`src/rtl/fetch_queue_if.sv`:
```
// Handshake bundle between the fetch unit and decode around the fetch queue.
// The master modport is the fetch/decode side; the slave modport is the queue.
interface fetch_queue_if #(
  parameter int XLEN  = 32,
  parameter int DEPTH = 4
);
  localparam int CW = $clog2(DEPTH + 1);

  logic            in_valid;
  logic            in_ready;
  logic [XLEN-1:0] in_instruction;
  logic [XLEN-1:0] in_pc;
  logic            flush;
  logic            out_valid;
  logic            out_ready;
  logic [XLEN-1:0] out_instruction;
  logic [6:0]      out_opcode;
  logic [XLEN-1:0] out_pc;
  logic [CW-1:0]   count;

  modport master (
    output in_valid, in_instruction, in_pc, flush, out_ready,
    input  in_ready, out_valid, out_instruction, out_opcode, out_pc, count
  );

  modport slave (
    input  in_valid, in_instruction, in_pc, flush, out_ready,
    output in_ready, out_valid, out_instruction, out_opcode, out_pc, count
  );
endinterface

```
`src/rtl/fetch_queue.sv`:
```
// DEPTH-entry circular FIFO of {pc, instruction} pairs between fetch and decode.
// Presents a NOP bundle whenever empty; flush empties the queue at the next edge.
module fetch_queue #(
  parameter int              XLEN            = 32,
  parameter int              DEPTH           = 4,
  parameter logic [XLEN-1:0] NOP_INSTRUCTION = XLEN'(32'h0000_0013),
  parameter logic [XLEN-1:0] NOP_PC          = XLEN'(32'h0000_0000)
) (
  input logic         clk,
  input logic         rst,
  fetch_queue_if.slave bus
);
  localparam int            CW   = $clog2(DEPTH + 1);
  localparam int            PW   = $clog2(DEPTH);
  localparam logic [CW-1:0] FULL = CW'(DEPTH);
  localparam logic [PW-1:0] LAST = PW'(DEPTH - 1);

  logic [2*XLEN-1:0] mem [DEPTH];
  logic [PW-1:0]     rd_ptr;
  logic [PW-1:0]     wr_ptr;
  logic [CW-1:0]     count_q;
  logic              not_empty;
  logic              not_full;
  logic              push;
  logic              pop;
  logic [2*XLEN-1:0] head;
  logic [XLEN-1:0]   instr_sel;

  // Explicit wrap so DEPTH need not be a power of two.
  function automatic logic [PW-1:0] next_ptr(input logic [PW-1:0] p);
    return (p == LAST) ? '0 : p + 1'b1;
  endfunction

  assign not_empty = (count_q != '0);
  assign not_full  = (count_q != FULL);
  assign push      = bus.in_valid & not_full & ~bus.flush;
  assign pop       = not_empty & bus.out_ready & ~bus.flush;

  always_ff @(posedge clk or posedge rst) begin
    if (rst) begin
      rd_ptr  <= '0;
      wr_ptr  <= '0;
      count_q <= '0;
    end else if (bus.flush) begin
      rd_ptr  <= '0;
      wr_ptr  <= '0;
      count_q <= '0;
    end else begin
      if (push) wr_ptr <= next_ptr(wr_ptr);
      if (pop)  rd_ptr <= next_ptr(rd_ptr);
      if (push && !pop) begin
        count_q <= count_q + 1'b1;
      end else if (pop && !push) begin
        count_q <= count_q - 1'b1;
      end
    end
  end

  // Storage is deliberately left unreset; count alone qualifies its contents.
  always_ff @(posedge clk) begin
    if (push) mem[wr_ptr] <= {bus.in_pc, bus.in_instruction};
  end

  assign head      = mem[rd_ptr];
  assign instr_sel = not_empty ? head[XLEN-1:0] : NOP_INSTRUCTION;

  assign bus.in_ready        = not_full;
  assign bus.out_valid       = not_empty;
  assign bus.out_instruction = instr_sel;
  assign bus.out_opcode      = instr_sel[6:0];
  assign bus.out_pc          = not_empty ? head[2*XLEN-1:XLEN] : NOP_PC;
  assign bus.count           = count_q;
endmodule

```
`src/flat_wrapper.sv`:
```
// flat-port wrapper written by rule: the top's interface ports become plain ports
module fetch_queue_flat 
#(
  parameter int              XLEN            = 32,
  parameter int              DEPTH           = 4,
  parameter logic [XLEN-1:0] NOP_INSTRUCTION = XLEN'(32'h0000_0013),
  parameter logic [XLEN-1:0] NOP_PC          = XLEN'(32'h0000_0000)
)
  (clk, rst, bus_in_valid, bus_in_instruction, bus_in_pc, bus_flush, bus_out_ready, bus_in_ready, bus_out_valid, bus_out_instruction, bus_out_opcode, bus_out_pc, bus_count);
  fetch_queue_if #(.XLEN(XLEN), .DEPTH(DEPTH)) bus_i ();
  input logic clk;
  input logic rst;
  input wire logic [$bits(bus_i.in_valid)-1:0] bus_in_valid;
  input wire logic [$bits(bus_i.in_instruction)-1:0] bus_in_instruction;
  input wire logic [$bits(bus_i.in_pc)-1:0] bus_in_pc;
  input wire logic [$bits(bus_i.flush)-1:0] bus_flush;
  input wire logic [$bits(bus_i.out_ready)-1:0] bus_out_ready;
  output wire logic [$bits(bus_i.in_ready)-1:0] bus_in_ready;
  output wire logic [$bits(bus_i.out_valid)-1:0] bus_out_valid;
  output wire logic [$bits(bus_i.out_instruction)-1:0] bus_out_instruction;
  output wire logic [$bits(bus_i.out_opcode)-1:0] bus_out_opcode;
  output wire logic [$bits(bus_i.out_pc)-1:0] bus_out_pc;
  output wire logic [$bits(bus_i.count)-1:0] bus_count;
  assign bus_i.in_valid = bus_in_valid;
  assign bus_i.in_instruction = bus_in_instruction;
  assign bus_i.in_pc = bus_in_pc;
  assign bus_i.flush = bus_flush;
  assign bus_i.out_ready = bus_out_ready;
  assign bus_in_ready = bus_i.in_ready;
  assign bus_out_valid = bus_i.out_valid;
  assign bus_out_instruction = bus_i.out_instruction;
  assign bus_out_opcode = bus_i.out_opcode;
  assign bus_out_pc = bus_i.out_pc;
  assign bus_count = bus_i.count;
  fetch_queue #(.XLEN(XLEN), .DEPTH(DEPTH), .NOP_INSTRUCTION(NOP_INSTRUCTION), .NOP_PC(NOP_PC)) u_core (.clk(clk), .rst(rst), .bus(bus_i));
endmodule
```
`config.mk`:
```
export PLATFORM = sky130hd
export DESIGN_NAME = fetch_queue_flat
export DESIGN_NICKNAME = d
export VERILOG_FILES = /design/src/rtl/fetch_queue_if.sv /design/src/rtl/fetch_queue.sv /design/src/flat_wrapper.sv
export SDC_FILE = /design/constraint.sdc
export NUM_CORES = 1
export LEC_CHECK = 0
export CAP_MARGIN = 0
export CORE_ASPECT_RATIO = 1.4
export CORE_UTILIZATION = 56
export CTS_BUF_LIST = sky130_fd_sc_hd__clkbuf_8
export DETAILED_ROUTE_END_ITERATION = 10
export GPL_TIMING_DRIVEN = 0
export PLACE_DENSITY_LB_ADDON = 0.15
export SLEW_MARGIN = 40
export SYNTH_ARGS = -nofsm -noshare
export SYNTH_HDL_FRONTEND = slang
export SYNTH_SLANG_ARGS = --single-unit
```
`constraint.sdc`:
```
create_clock -name clk -period 4.05 [get_ports clk]
set_input_delay 1.215 -clock clk [delete_from_list [all_inputs] [get_ports clk]]
set_output_delay 1.215 -clock clk [all_outputs]
set_load 0.005 [all_outputs]
```
==> results.cfg <==
[run_status]
result_of_the_run = complete, no violations

[critical_path]
ff2ff_setup_slack_ns = 1.25
worstPathMaxFanout = 10
required_ns = 2.83
worst-r2r-cell-count = 9
timing_worst_setup_path_type = reg -> out
cp.arrival_ns = 2.61
crit_path_end_kind = primary output
start_kind = flip-flop
crit-reg2reg-capture = u_core.bus.count[1]
worstReg2RegStart = u_core.bus.count[0]

[detailed_routing]
post_drt_via_cell_ratio = 5.49
drt_total_wl_mm = 18.8
dr.pass1.iters = 5
vias = 5075
postRouteAntennaNets = 0
drt-wirelength-per-cell_um = 20.4
first_iter_violations = 302
post-route-drc-count = 0

[global_routing]
grt_remaining_overflow = 0
track_usage_pct = 21.0
grt_max_degree = 34
via_count_of_the_first_global_routing_pass = 5461
grt_first_pass_wirelength_mm = 29.1
grt_antenna_before_repair = 0

[sta]
timing.max_slew.rel_slack_pct = 57.5
final_max_slew_viol_count = 0
min_period_ns = 3.83
timing.final.crit_share_pct = 94.5
final.setup_skew_ns = 0.0108
grt_setup_unrepaired = false
timing.final.setup_violations = 0
finalSetupTns_ns = 0
worstMarginPinSlew_ns = 0.637
hold_violation_count_in_the_final_report = 0
fmax_mhz = 261

[power_and_ir_drop]
share_of_power_burned_in_combinational_logic_pct = 33.2
total_leakage_power_nw = 4.19
power_density_nw_per_um2 = 591
share_clk_of_total_power_pct = 24.4
fin_total_pwr_w = 0.00755
worst_ir_drop_vdd_uv = 410
netSwitchingFraction_pct = 25.8
p_int_w = 0.00560
seq_power_share_pct = 42.4
total_switching_power_w = 0.00195

[cts]
cts-root-buf = clkbuf_8
ctsResizeCount = 0
max-clock-path-buffers = 3
cts_htree_levels = 2
numCtsBuffers = 38
cts.reportedPaths.clkPinSlew_ns = 0.06
insertion_delay_ns = 0.49
post_cts.repair.setup_buffers = 0
cts_tree = built
cts_hold_repair.buffers = 0
clkSinkCount = 263

[die]
floorplan.die.height_um = 162
die_area_um2 = 18900
initial_utilization_pct = 57.2
die_width_um = 116
num_rows = 58
io_pins = 145
core_um2 = 17900

[worst_hold_path]
hold-path-cell-count = 2
hold_critical_path_endpoint = u_core.wr_ptr[0]
worst_hold_startpoint = u_core.wr_ptr[0]
min_path_type = reg -> reg

[logic_synthesis]
synth_top_flop_cell = edfxtp_1
mappedNetlistArea_um2 = 10300
synth_seq_cells = 263
number_of_distinct_standard_cells_referenced_by_the_synthesized_netlist = 31
synthDominantCellAreaShare_pct = 75.0
synth_cells = 476
synth_fp_nets = 551
synth.largest_area_cell = edfxtp_1
synth-async-reset-ratio_pct = 2.66
yosys_warnings = 0
synth_area_leaders = edfxtp_1 75%, mux4_2 14%, and2_1 4.0%, dfrtp_1 1.7%, ha_1 0.61%
syn_avg_cell_area_um2 = 21.5
number_of_synthesized_flops_with_an_enable_pin = 256
synth_seq_area_share_pct = 76.7

[layout]
final_nets = 739
antenna_cells_inserted = 0
syn2layout_area_growth_pct = 24.5
fraction_of_final_layout_cells_sized_beyond_drive_strength_1_pct = 21.2

[placed_design]
hpwl_mm = 12.0
portBuffers = 141
gpl.final_weighted_congestion = 0.775

[job]
max-cap-violations = 0
## placed cells by master (no fill, tap or decap), types with 2 or more instances in the layout
cell | netlist | layout
ha_1 | 5 | 5
xor2_1 | 2 | 2
a21oi_1 | 4 | 4
buf_12 | 0 | 7
inv_1 | 6 | 18
dfrtp_1 | 7 | 7
or2_1 | 3 | 3
buf_4 | 7 | 7
clkbuf_1 | 8 | 7
and2_4 | 0 | 4
clkdlybuf4s50_1 | 0 | 141
and2_1 | 66 | 62
edfxtp_1 | 256 | 256
nand3_1 | 2 | 2
o21ai_0 | 3 | 3
buf_2 | 12 | 12
mux4_2 | 64 | 64
nor2_1 | 4 | 4
buf_6 | 5 | 5
clkinv_1 | 0 | 6
clkinv_2 | 0 | 2
clkbuf_8 | 0 | 39
nand2_1 | 7 | 7
or3_1 | 2 | 2
## final cells by class
cell class / instances / area [um2]
multi-input combinational: 175 / 2180
tap: 240 / 300
buffer: 32 / 200
clock buffer: 39 / 537
inverter: 6 / 22.5
fill: 1168 / 5160
sequential: 263 / 7860
clock inverter: 22 / 115
timing repair buffer: 148 / 1550
## routing by layer
layer | wire, um | vias up | track usage [%]
met5 | 0 | - | 0
met4 | 235 | 0 | 6.06
met3 | 1160 | 23 | 4.55
met2 | 10100 | 170 | 36.1
met1 | 7300 | 2603 | 26.6
li1 | - | 2279 | -
## flip-flops by register name, summed over array words and instances (netlist names)
signal	flops
u_core.rd_ptr	2
u_core.mem	256
u_core.bus.count	3
u_core.wr_ptr	2
## power by group through the flow
stage	clock network [W]	registers [W]	logic (W)
global placement	0	0.00326	0.00248
global route	0.00199	0.00321	0.00272
detailed placement	0	0.00326	0.00254
finish	0.00184	0.00320	0.00251
floorplan	0	0.00325	0.00123
CTS	0.00189	0.00320	0.00256
## cell families (layout without fill, tap and decap cells)
family | Yosys count | in the layout | synth area share, %
AND/OR/NAND/NOR | 90 | 90 | 5.30
flip-flops | 263 | 263 | 76.7
adder cells (fa/ha/maj) | 6 | 6 | 0.805
buffers and inverters | 38 | 247 | 2.16
multiplexers | 64 | 64 | 14.1
AO/OA/AOI/OAI | 12 | 12 | 0.744
XOR/XNOR | 3 | 3 | 0.256
## how the worst max path moves through the flow
| stage | startpoint | end |
|---|---|---|
| 2_1_floorplan | bus_in_valid | u_core.mem[0][0] |
| 3_3_place_gp | bus_in_valid | u_core.mem[0][3] |
| 3_5_place_dp | u_core.bus.count[0] | bus_out_opcode[6] |
| 4_1_cts | u_core.bus.count[0] | bus_out_opcode[2] |
| 5_1_grt | u_core.bus.count[0] | bus_out_instruction[12] |
| 6_report | u_core.rd_ptr[0] | bus_out_opcode[2] |
## synthesized netlist by cell type, types with 2 or more instances
master / count
buf_4: 7
inv_1: 6
and2_1: 66
clkbuf_1: 8
buf_6: 5
mux4_2: 64
nor2_1: 4
ha_1: 5
buf_2: 12
nand3_1: 2
or3_1: 2
or2_1: 3
a21oi_1: 4
edfxtp_1: 256
dfrtp_1: 7
nand2_1: 7
xor2_1: 2
o21ai_0: 3
## critical path, cell delays in order (launching register included)
cell and delay [ns]:
dfrtp_1 0.42, buf_6 0.21, buf_6 0.21, mux4_2 0.51, and2_1 0.20, buf_4 0.13
clkdlybuf4s50_1 0.43
## per-stage QoR
stage               instance area (um2)  utilization (%)  instances  hold slack, ns  setup slack, ns
finish                            12800             71.2        925           0.608            0.225
global route                      12800             71.2        925           0.625           0.0189
CTS                               12800             71.2        925           0.601            0.140
detailed placement                12100             67.6        864           0.593            0.695
global placement                  12000             66.8        857           0.556           -0.839
floorplan                         10300                -        476           0.543            0.451
No activity file was read; power rests on OpenSTA's default activity.
